==> src/rtl/alu_iterative.sv <==
// ============================================================================
// Module      : alu_iterative
// Description : Execute-stage ALU. Logic, arithmetic and compare operations
//               complete in one cycle. Shifts run SHIFT_STEP bits per cycle.
//               Valid/ready handshakes on both the input and the output side.
// Revision    : 1.0 - initial release
// ============================================================================
`default_nettype none

module alu_iterative #(
    parameter int WIDTH      = 32,
    parameter int SHIFT_STEP = 1
) (
    input  logic             clk,
    input  logic             reset_n,
    input  logic             in_valid,
    output logic             in_ready,
    input  logic [3:0]       Operation,
    input  logic [WIDTH-1:0] SrcA,
    input  logic [WIDTH-1:0] SrcB,
    output logic             out_valid,
    input  logic             out_ready,
    output logic [WIDTH-1:0] ALUResult,
    output logic             Zero,
    output logic             Illegal
);

    localparam int SHAMT_W = $clog2(WIDTH);

    localparam logic [3:0] c_OP_AND   = 4'b0000;
    localparam logic [3:0] c_OP_OR    = 4'b0001;
    localparam logic [3:0] c_OP_ADD   = 4'b0010;
    localparam logic [3:0] c_OP_SUB   = 4'b0011;
    localparam logic [3:0] c_OP_SLL   = 4'b0100;
    localparam logic [3:0] c_OP_SRL   = 4'b0101;
    localparam logic [3:0] c_OP_XOR   = 4'b0110;
    localparam logic [3:0] c_OP_SRA   = 4'b0111;
    localparam logic [3:0] c_OP_EQ    = 4'b1000;
    localparam logic [3:0] c_OP_PASSB = 4'b1001;
    localparam logic [3:0] c_OP_SLT   = 4'b1100;

    localparam logic [SHAMT_W:0] c_STEP = (SHAMT_W+1)'(SHIFT_STEP);

    typedef enum logic [1:0] {
        ST_IDLE  = 2'd0,
        ST_SHIFT = 2'd1,
        ST_DONE  = 2'd2
    } state_t;

    state_t               r_state;
    state_t               w_state_nxt;

    logic                 r_rdy_en;
    logic [3:0]           r_op;
    logic [WIDTH-1:0]     r_shreg;
    logic [SHAMT_W:0]     r_remain;
    logic [WIDTH-1:0]     r_result;
    logic                 r_illegal;

    logic                 w_accept;
    logic [WIDTH-1:0]     w_alu;
    logic                 w_illegal;
    logic                 w_is_shift;
    logic                 w_start_shift;
    logic [SHAMT_W-1:0]   w_shamt;
    logic [SHAMT_W:0]     w_step;
    logic [SHAMT_W:0]     w_remain_nxt;
    logic [WIDTH-1:0]     w_shifted;
    logic signed [WIDTH-1:0] w_sra;

    // ------------------------------------------------------------------
    // Single-cycle datapath, evaluated on the operands being accepted
    // ------------------------------------------------------------------
    assign w_shamt = SrcB[SHAMT_W-1:0];

    always_comb begin
        w_alu      = '0;
        w_illegal  = 1'b0;
        w_is_shift = 1'b0;
        case (Operation)
            c_OP_AND:   w_alu = SrcA & SrcB;
            c_OP_OR:    w_alu = SrcA | SrcB;
            c_OP_ADD:   w_alu = SrcA + SrcB;
            c_OP_SUB:   w_alu = SrcA - SrcB;
            c_OP_XOR:   w_alu = SrcA ^ SrcB;
            c_OP_EQ:    w_alu = {{(WIDTH-1){1'b0}}, (SrcA == SrcB)};
            c_OP_PASSB: w_alu = SrcB;
            c_OP_SLT:   w_alu = {{(WIDTH-1){1'b0}}, ($signed(SrcA) < $signed(SrcB))};
            c_OP_SLL, c_OP_SRL, c_OP_SRA: begin
                // a zero shift amount finishes immediately with A unchanged
                w_is_shift = 1'b1;
                w_alu      = SrcA;
            end
            default:    w_illegal = 1'b1;
        endcase
    end

    assign w_start_shift = w_is_shift && (w_shamt != '0);

    // ------------------------------------------------------------------
    // Iterative shifter: at most SHIFT_STEP positions per cycle
    // ------------------------------------------------------------------
    assign w_step       = (r_remain < c_STEP) ? r_remain : c_STEP;
    assign w_remain_nxt = r_remain - w_step;
    // arithmetic shift of the partial result keeps replicating the original sign
    assign w_sra        = $signed(r_shreg) >>> w_step;

    always_comb begin
        w_shifted = r_shreg;
        case (r_op)
            c_OP_SLL: w_shifted = r_shreg << w_step;
            c_OP_SRL: w_shifted = r_shreg >> w_step;
            c_OP_SRA: w_shifted = w_sra;
            default:  w_shifted = r_shreg;
        endcase
    end

    // ------------------------------------------------------------------
    // Control FSM
    // ------------------------------------------------------------------
    assign w_accept = in_valid && in_ready;

    always_ff @(posedge clk or negedge reset_n) begin
        if (!reset_n) begin
            r_state <= ST_IDLE;
        end else begin
            r_state <= w_state_nxt;
        end
    end

    always_comb begin
        w_state_nxt = r_state;
        in_ready    = 1'b0;
        case (r_state)
            ST_IDLE: begin
                in_ready = r_rdy_en;
                if (w_accept) begin
                    w_state_nxt = w_start_shift ? ST_SHIFT : ST_DONE;
                end
            end
            ST_SHIFT: begin
                if (w_remain_nxt == '0) begin
                    w_state_nxt = ST_DONE;
                end
            end
            ST_DONE: begin
                in_ready = r_rdy_en && out_ready;
                if (w_accept) begin
                    w_state_nxt = w_start_shift ? ST_SHIFT : ST_DONE;
                end else if (out_ready) begin
                    w_state_nxt = ST_IDLE;
                end
            end
            default: w_state_nxt = ST_IDLE;
        endcase
    end

    // ------------------------------------------------------------------
    // Registered datapath state
    // ------------------------------------------------------------------
    always_ff @(posedge clk or negedge reset_n) begin
        if (!reset_n) begin
            r_rdy_en  <= 1'b0;
            r_op      <= '0;
            r_shreg   <= '0;
            r_remain  <= '0;
            r_result  <= '0;
            r_illegal <= 1'b0;
        end else begin
            // in_ready rises on the first clock edge after reset release
            r_rdy_en <= 1'b1;
            if (w_accept) begin
                r_op      <= Operation;
                r_illegal <= w_illegal;
                if (w_start_shift) begin
                    r_shreg  <= SrcA;
                    r_remain <= {1'b0, w_shamt};
                end else begin
                    r_result <= w_alu;
                end
            end else if (r_state == ST_SHIFT) begin
                r_shreg  <= w_shifted;
                r_remain <= w_remain_nxt;
                if (w_remain_nxt == '0) begin
                    r_result <= w_shifted;
                end
            end
        end
    end

    assign out_valid = (r_state == ST_DONE);
    assign ALUResult = r_result;
    assign Zero      = out_valid && (r_result == '0);
    assign Illegal   = r_illegal;

endmodule

`default_nettype wire

==> config.mk <==
export PLATFORM = sky130hd
export DESIGN_NAME = alu_iterative
export DESIGN_NICKNAME = d
export VERILOG_FILES = /design/src/rtl/alu_iterative.sv
export SDC_FILE = /design/constraint.sdc
export NUM_CORES = 1
export LEC_CHECK = 0
export BUFFER_PORTS_ARGS = -buffer_cell sky130_fd_sc_hd__buf_2
export CORE_UTILIZATION = 55
export DETAILED_ROUTE_END_ITERATION = 6
export GPL_ROUTABILITY_DRIVEN = 0
export GPL_TIMING_DRIVEN = 0
export PLACE_DENSITY_LB_ADDON = 0.1
export SLEW_MARGIN = 20
export SYNTH_ARGS = -nofsm -noshare
export SYNTH_HDL_FRONTEND = slang
export SYNTH_SLANG_ARGS = --single-unit
==> constraint.sdc <==
create_clock -name clk -period 3.3 [get_ports clk]
set_clock_uncertainty 0.15 [all_clocks]
set_input_delay 0.825 -clock clk [delete_from_list [all_inputs] [get_ports clk]]
set_output_delay 0.825 -clock clk [all_outputs]
set_load 0.05 [all_outputs]
==> metrics, run 1 <==
status=finished with violations; failing checks=design-rule violations, negative setup slack; R2R setup slack=-0.06 ns; Net Sw Power=3.88 mW; PD cells=586 mW/mm²; top cell type's share of synthesized area=20.3%; syn_nets=1522; CTS Root Cell=clkbuf_16; grt total ovfl=0; Syn. warnings=0; Iter 0 DRT Violations=2178; Initial Util=57.2%; fraction of registers with async set/reset=100%; CTS Buffer Depth=2; Vias/cell=7.29; #FFs+latches synth=78; relative slew slack=38.8%; top-count cell post-synth=nor2_1; fmax=287 MHz; Tightest Pin Transition=0.918 ns; Internal Power=3.45 mW; pin count of the biggest net entering global routing=55; nets=1693; syn avg cell area=7.19 µm²; Die Area=0.0180 mm²; Post-synth EDFFs=0; hold_ws=0.236 ns; total CTS buffers=9; Skew-Pair Late Insertion Delay=0.35 ns; top cells by area, synth=dfrtp_1, ha_1, a21oi_1; PortBufs=106; r2r worst-path depth=12; Setup crit end kind=register; unique cell type count in the Yosys netlist=79; layout cells sized above 1=25.9%; VDD IR max=801 µV; clock sinks=78; critical path type=primary input to register; Final Hold Fails=0; H-tree Lvls=3; clock network fraction of total power=13.1%; Final WS setup=-0.189 ns; Req. time, crit path=3.37 ns; vias in the first global route=11300; first-pass GRT wire length=64.2 mm; Seq pwr share=26.1%; reg-to-reg endpoint=ALUResult[26]$_DFFE_PN0P_; CP Launch Type=primary input; cell area after synthesis=0.00962 mm²; Die H=134 µm; gr usage total=47.1%; Initial DRT Pass Iterations=7; crit-path max FO=6; synth cell count leaders=nor2_1, a21oi_1, o21ai_0; overall die width=134 µm; clock slew seen by the registers of the worst setup and hold paths=0.06 ns; post-DP HPWL=30.7 mm; worst min path class=primary input to async pin; area grow syn2layout=30.0%; drt drc=45; Worst Setup SP=SrcA[9]; max-slew violations=0; final worst-path cycle share=106%; Fill cells=1294; Antenna diodes=0; setup TNS=-1.79 ns; worst r2r src=r_remain[2]$_DFFE_PN0P_; Total Wirelength=44.0 mm; Routed Antenna Nets=0; Cells after Synth=1339; Synth area leader=dfrtp_1; Max-Cap Viols=0; sequential area share after synthesis=20.3%; initial antenna violation count=1; P_leak=5.26 nW; Place WS=-1.29 ns; crit path DAT=3.56 ns; CTS tree=done; unrepaired setup endpoints after global routing=yes; core box area=0.0168 mm²; sw frac=52.9%; Final Critical Period=3.49 ns; num ports=108; DR vias=12600; combinational power share=60.8%; dominant synthesized flop cell=dfrtp_1; Avg WL per Cell=25.3 µm; setup violators final=22; Cell Rows=47
-- cell families (layout without fill, tap and decap cells) --
group                    Yosys count  after routing  synth area share (%)
AO/OA/AOI/OAI                    539            539                  36.1
XOR/XNOR                           9              9                 0.819
adder cells (fa/ha/maj)          111            111                  14.6
buffers and inverters            190            366                  7.67
flip-flops                        78             78                  20.3
multiplexers                      10             10                  1.07
other                              1              1                0.0390
AND/OR/NAND/NOR                  401            401                  19.4
-- worst max path at each step --
stage,cells after the start,to,slack [ns]
after global routing,13,ALUResult[20]$_DFFE_PN0P_,-0.42
after floorplan,11,ALUResult[17]$_DFFE_PN0P_,-0.06
final,12,ALUResult[14]$_DFFE_PN0P_,-0.19
after detailed placement,9,ALUResult[7]$_DFFE_PN0P_,-1.29
after global placement,9,ALUResult[7]$_DFFE_PN0P_,-1.41
after CTS,13,ALUResult[20]$_DFFE_PN0P_,-0.04
-- what timing repair did --
item                       CTS  global route
hold buffers                 0             0
setup endpoints to repair   66            70
cloned                       1             0
resized for setup          193           133
buffers inserted            36            28
pin swaps                   46            65
-- final cells by class --
cell class              instances  area [µm²]  share of cell area (%)
multi-input cells            1071        7960                    63.6
flip-flops and latches         78        1950                    15.6
repair buffers                170        1190                    9.48
plain buffers                  77         428                    3.42
inverters                     103         420                    3.36
well taps                     220         275                    2.20
clock buffers                  11         253                    2.02
clock inverters                 5        33.8                   0.270
-- stage by stage --
step                util [%]  total power [mW]  cell area (µm²)  std cells
floorplan                  -              4.48             9750       1339
global placement        62.8              5.58            10600       1665
detailed placement      62.9              5.64            10600       1666
CTS                     70.3              6.91            11800       1709
global route            74.4              7.66            12500       1735
finish                  74.4              7.33            12500       1735
-- sequential cells by signal (all words and copies together), names as in the netlist --
name       cells
r_remain       6
r_rdy_en       1
r_shreg       32
r_state        2
r_op           4
ALUResult     32
Illegal        1
-- cells in the final DEF, fill, tap and decap left out, drive strengths merged, types with 9 or more instances in the layout --
master   instances
o21bai          10
a222oi          18
nor2           159
buf            190
nor2b           12
a2111oi         13
nor3            33
nand2           93
clkbuf          68
ha             109
o21ai          138
a221o           11
o22ai           36
nand2b           9
o221ai           9
a21oi          154
a221oi          10
a22oi           13
or3             17
o211ai          21
a211oi          15
a31oi           22
nand3           18
nand4           11
inv            102
dfrtp           78
nor4            17
-- routing by layer --
layer / part of all wire [%] / routed length, µm / track usage (%)
met5: 0.034 / 15 / 0
met4: 10 / 4530 / 32.2
met3: 15 / 6780 / 13.5
met2: 40 / 17400 / 68.0
met1: 35 / 15200 / 60.5
-- power by group through the flow --
stage               registers (mW)  clock network (mW)  logic, mW
detailed placement            1.88                   0       3.76
global route                  1.94                1.00       4.73
floorplan                     2.42                   0       2.06
finish                        1.91               0.964       4.46
global placement              1.88                   0       3.70
CTS                           1.86               0.956       4.09
-- worst max-delay path, cell delays in order --
cell and delay [ns]:
buf_4 0.16, inv_1 0.06, ha_1 0.36, a21o_1 0.21
a21oi_2 0.33, o221ai_4 0.21, o211ai_1 0.35, a21oi_1 0.12
or3_4 0.40, mux2_4 0.27, a22oi_2 0.18, o21ai_1 0.08
Note: power is estimated with default switching activity, not from simulation.
==> inputs of run 2 (changes only) <==
--- a/config.mk
+++ b/config.mk
@@ -11,6 +11,7 @@
 export GPL_ROUTABILITY_DRIVEN = 0
 export GPL_TIMING_DRIVEN = 0
 export PLACE_DENSITY_LB_ADDON = 0.1
+export SKIP_LAST_GASP = 1
 export SLEW_MARGIN = 20
 export SYNTH_ARGS = -nofsm -noshare
 export SYNTH_HDL_FRONTEND = slang
==> metrics, run 2 (synthesis results as in run 1) <==
first-pass GRT wire length=63.9 mm; Net Sw Power=3.83 mW; num ports=108; relative slew slack=22.6%; Total Wirelength=42.7 mm; R2R setup slack=-0.02 ns; core box area=0.0168 mm²; crit-path max FO=10; setup TNS=-1.54 ns; setup violators final=19; PD cells=593 mW/mm²; area grow syn2layout=26.9%; most common cell after layout, fill and taps aside=nor2_1; hold_ws=0.238 ns; fin cells=1722; gr usage total=46.8%; overall die width=134 µm; Routed Antenna Nets=0; Final Hold Fails=0; Antenna diodes=0; Cell Rows=47; fin util=72.6%; status=finished with violations; failing checks=design-rule violations, negative setup slack; critical path type=primary input to register; Iter 0 DRT Violations=2012; initial antenna violation count=0; post-DP HPWL=30.7 mm; worst r2r src=r_remain[2]$_DFFE_PN0P_; CTS tree=done; slowest cell on the critical path=a2111oi_4; PortBufs=106; combinational power share=60.2%; DR vias=12500; worst-path cell chain=buf_2 > inv_1 > ha_4 > or3_1 > nand3b_1 > a31oi_4 > o21ai_4 > a21oi_2 > a21bo_2 > o221ai_1 > a2111oi_4 > nor3_1; Worst Setup SP=SrcA[14]; final worst-path cycle share=106%; VDD IR max=781 µV; CP Launch Type=primary input; placed cell count=1666; total CTS buffers=9; CTS Root Cell=clkbuf_16; Tightest Pin Transition=1.16 ns; CTS Buffer Depth=2; most frequent cells in the layout=nor2_1, a21oi_1, o21ai_0, buf_2; worst min path class=primary input to async pin; layout cells sized above 1=24.4%; clock network fraction of total power=13.3%; placed cell area=0.0106 mm²; Final Critical Period=3.51 ns; Seq pwr share=26.5%; Initial DRT Pass Iterations=7; max-slew violations=0; r2r worst-path depth=11; reg-to-reg endpoint=ALUResult[30]$_DFFE_PN0P_; Skew-Pair Late Insertion Delay=0.35 ns; crit path DAT=3.58 ns; nets=1680; final instance area=0.0122 mm²; Die H=134 µm; Pwr Total=7.24 mW; Place WS=-1.29 ns; drt drc=29; P_leak=5.16 nW; grt total ovfl=0; Post-CTS Hold Buffers=0; clock sinks=78; Final WS setup=-0.206 ns; clock slew seen by the registers of the worst setup and hold paths=0.06 ns; Avg WL per Cell=24.8 µm; H-tree Lvls=3; pin count of the biggest net entering global routing=55; Internal Power=3.40 mW; Initial Util=57.2%; Max-Cap Viols=0; Vias/cell=7.24; Req. time, crit path=3.37 ns; Setup crit end kind=register; fmax=285 MHz; Worst path max stage delay=0.48 ns; vias in the first global route=11300; sw frac=53.0%; Die Area=0.0180 mm²; unrepaired setup endpoints after global routing=yes
run 2: power by group through the flow:
stage	Clock [mW]	Combinational (mW)	Sequential, mW
2_1_floorplan	0	2.06	2.42
5_1_grt	1.00	4.63	1.93
6_report	0.965	4.36	1.92
4_1_cts	0.956	4.08	1.86
3_5_place_dp	0	3.76	1.88
3_3_place_gp	0	3.70	1.88
run 2: timing repair:
action,4_1_cts,5_1_grt
gates cloned,1,0
endpoints found under the setup margin,66,70
setup buffers,36,16
pin swaps,46,53
resized for setup,185,93
run 2: worst max path at each step:
| stage | end | slack, ns | cells after the start |
|---|---|---|---|
| after detailed placement | ALUResult[7]$_DFFE_PN0P_ | -1.29 | 9 |
| after global placement | ALUResult[7]$_DFFE_PN0P_ | -1.41 | 9 |
| after CTS | ALUResult[20]$_DFFE_PN0P_ | -0.06 | 13 |
| after floorplan | ALUResult[17]$_DFFE_PN0P_ | -0.06 | 11 |
| final | ALUResult[20]$_DFFE_PN0P_ | -0.21 | 12 |
| after global routing | ALUResult[20]$_DFFE_PN0P_ | -0.29 | 13 |
run 2: area by class of cell:
class                   instances  area, µm²
flip-flops and latches         78       1950
inverters                     103        412
multi-input cells            1071       7820
repair buffers                158       1060
fillers                      1340       4610
plain buffers                  76        408
clock inverters                 5       33.8
clock buffers                  11        253
well taps                     220        275
run 2: worst max-delay path, delay by kind of cell:
kind | cells | cell delay [ns]
adder cells (fa/ha/maj) | 1 | 0.31
AO/OA/AOI/OAI | 6 | 1.39
buffers and inverters | 2 | 0.28
AND/OR/NAND/NOR | 3 | 0.77
run 2: routing by layer:
layer / up-vias / part of all wire, % / track usage [%]
met5: - / 0 / 0
met4: 0 / 8.8 / 33.1
met3: 294 / 15 / 12.3
met2: 1201 / 41 / 67.0
met1: 5695 / 36 / 60.8
li1: 5269 / - / -
==> inputs of run 3 (changes only) <==
--- a/config.mk
+++ b/config.mk
@@ -7,10 +7,12 @@
 export LEC_CHECK = 0
 export BUFFER_PORTS_ARGS = -buffer_cell sky130_fd_sc_hd__buf_2
 export CORE_UTILIZATION = 55
+export CTS_CLUSTER_SIZE = 8
 export DETAILED_ROUTE_END_ITERATION = 6
 export GPL_ROUTABILITY_DRIVEN = 0
 export GPL_TIMING_DRIVEN = 0
-export PLACE_DENSITY_LB_ADDON = 0.1
+export PLACE_DENSITY = 0.75
+export SETUP_SLACK_MARGIN = 0.05
 export SKIP_LAST_GASP = 1
 export SLEW_MARGIN = 20
 export SYNTH_ARGS = -nofsm -noshare
==> metrics, run 3 (synthesis results as in run 1) <==
status=finished with violations; failing checks=design-rule violations, negative setup slack; sw frac=52.1%; worst min path class=primary input to async pin; Final WS setup=-0.207 ns; total CTS buffers=9; CP Launch Type=primary input; crit path DAT=3.58 ns; Worst path max stage delay=0.39 ns; H-tree Lvls=3; Die Area=0.0180 mm²; r2r worst-path depth=14; num ports=108; core box area=0.0168 mm²; crit-path max FO=10; clock sinks=78; clock slew seen by the registers of the worst setup and hold paths=0.06 ns; most common cell after layout, fill and taps aside=nor2_1; grt total ovfl=0; unrepaired setup endpoints after global routing=yes; WP depth=13; PD cells=583 mW/mm²; drt drc=8; worst-path cell chain=clkbuf_4 > inv_1 > ha_4 > buf_8 > nand4_1 > a311oi_2 > buf_4 > o2111ai_4 > a21oi_2 > nor2_2 > a221o_1 > a2111oi_4 > nor3_2; pin count of the biggest net entering global routing=55; P_leak=5.33 nW; Total Wirelength=43.2 mm; initial antenna violation count=0; slowest cell on the critical path=a2111oi_4; PortBufs=106; Skew-Pair Late Insertion Delay=0.34 ns; clock network fraction of total power=13.8%; Final Critical Period=3.51 ns; DR vias=12600; hold_ws=0.236 ns; max-slew violations=0; relative slew slack=13.9%; CTS tree=done; Avg WL per Cell=24.8 µm; Internal Power=3.56 mW; Max-Cap Viols=0; Die H=134 µm; combinational power share=60.4%; Vias/cell=7.24; VDD IR max=807 µV; most frequent cells in the layout=nor2_1, a21oi_1, o21ai_0, nand2_1, buf_2; nets=1701; placed cell area=0.0106 mm²; critical path type=primary input to register; final worst-path cycle share=106%; Crit path max-delay family=compound AO/OA/AOI/OAI gates; final instance area=0.0127 mm²; overall die width=134 µm; Fill cells=1266; post-DP HPWL=30.7 mm; Post-CTS Hold Buffers=0; Setup crit end kind=register; setup violators final=18; area grow syn2layout=32.2%; Cell Rows=47; fmax=285 MHz; layout cells sized above 1=26.8%; Req. time, crit path=3.37 ns; vias in the first global route=11000; first-pass GRT wire length=62.3 mm; Antenna diodes=0; Seq pwr share=25.8%; Net Sw Power=3.86 mW; Initial DRT Pass Iterations=7; Initial Util=57.2%; Worst Path Buf+Inv=4; CTS Buffer Depth=2; Tightest Pin Transition=1.29 ns; CTS Root Cell=clkbuf_16; setup TNS=-1.29 ns; Routed Antenna Nets=0; Iter 0 DRT Violations=2178; gr usage total=45.5%; Final Hold Fails=0
-- run 3: worst paths after layout --
kind / slack (ns) / start / endpoint
min in group clk: 0.36 / Illegal$_DFFE_PN0P_ / Illegal$_DFFE_PN0P_
min: 0.24 / reset_n / r_shreg[23]$_DFFE_PN0P_
max: -0.21 / SrcA[10] / ALUResult[20]$_DFFE_PN0P_
max reg2reg: -0.10 / r_remain[4]$_DFFE_PN0P_ / ALUResult[16]$_DFFE_PN0P_
min reg2reg: 0.36 / Illegal$_DFFE_PN0P_ / Illegal$_DFFE_PN0P_
max in group asynchronous: 2.18 / reset_n / r_remain[1]$_DFFE_PN0P_
-- run 3: area by class of cell --
cell class | count | area (µm²) | area share [%]
multi-input combinational | 1071 | 8070 | 63.5
sequential | 78 | 1950 | 15.3
timing repair buffer | 178 | 1260 | 9.92
buffer | 77 | 438 | 3.44
inverter | 103 | 419 | 3.30
tap | 220 | 275 | 2.16
clock buffer | 12 | 256 | 2.02
clock inverter | 3 | 43.8 | 0.344
-- run 3: per-stage QoR --
stage                     setup WS, ns  power, mW  cells  utilization, %
final                           -0.207       7.42   1742            75.6
after global routing            -0.248       7.75   1742            75.6
after CTS                       -0.190       6.96   1707            70.0
after detailed placement         -1.31       5.65   1666            63.0
after global placement           -1.36       5.60   1665            62.9
after floorplan                -0.0528       4.50   1339               -
-- run 3: per-layer routing --
layer	part of all wire, %	global-route usage (%)	vias up	routed length, µm
li1	-	-	5325	-
met1	36	59.4	5794	15500
met2	40	66.1	1180	17400
met3	15	10.3	314	6450
met4	8.9	31.9	0	3870
met5	0	0	-	0
-- run 3: repair_timing --
item / CTS / global route
setup endpoints to repair: 66 / 64
cloned: 0 / 2
resized for setup: 173 / 162
pin swaps: 54 / 80
setup buffers: 34 / 37
-- run 3: power by group through the flow --
stage / combinational (mW) / sequential, mW / clock, mW
floorplan: 2.08 / 2.42 / 0
global placement: 3.72 / 1.88 / 0
detailed placement: 3.77 / 1.88 / 0
CTS: 4.07 / 1.87 / 1.02
global route: 4.75 / 1.94 / 1.06
finish: 4.48 / 1.92 / 1.02
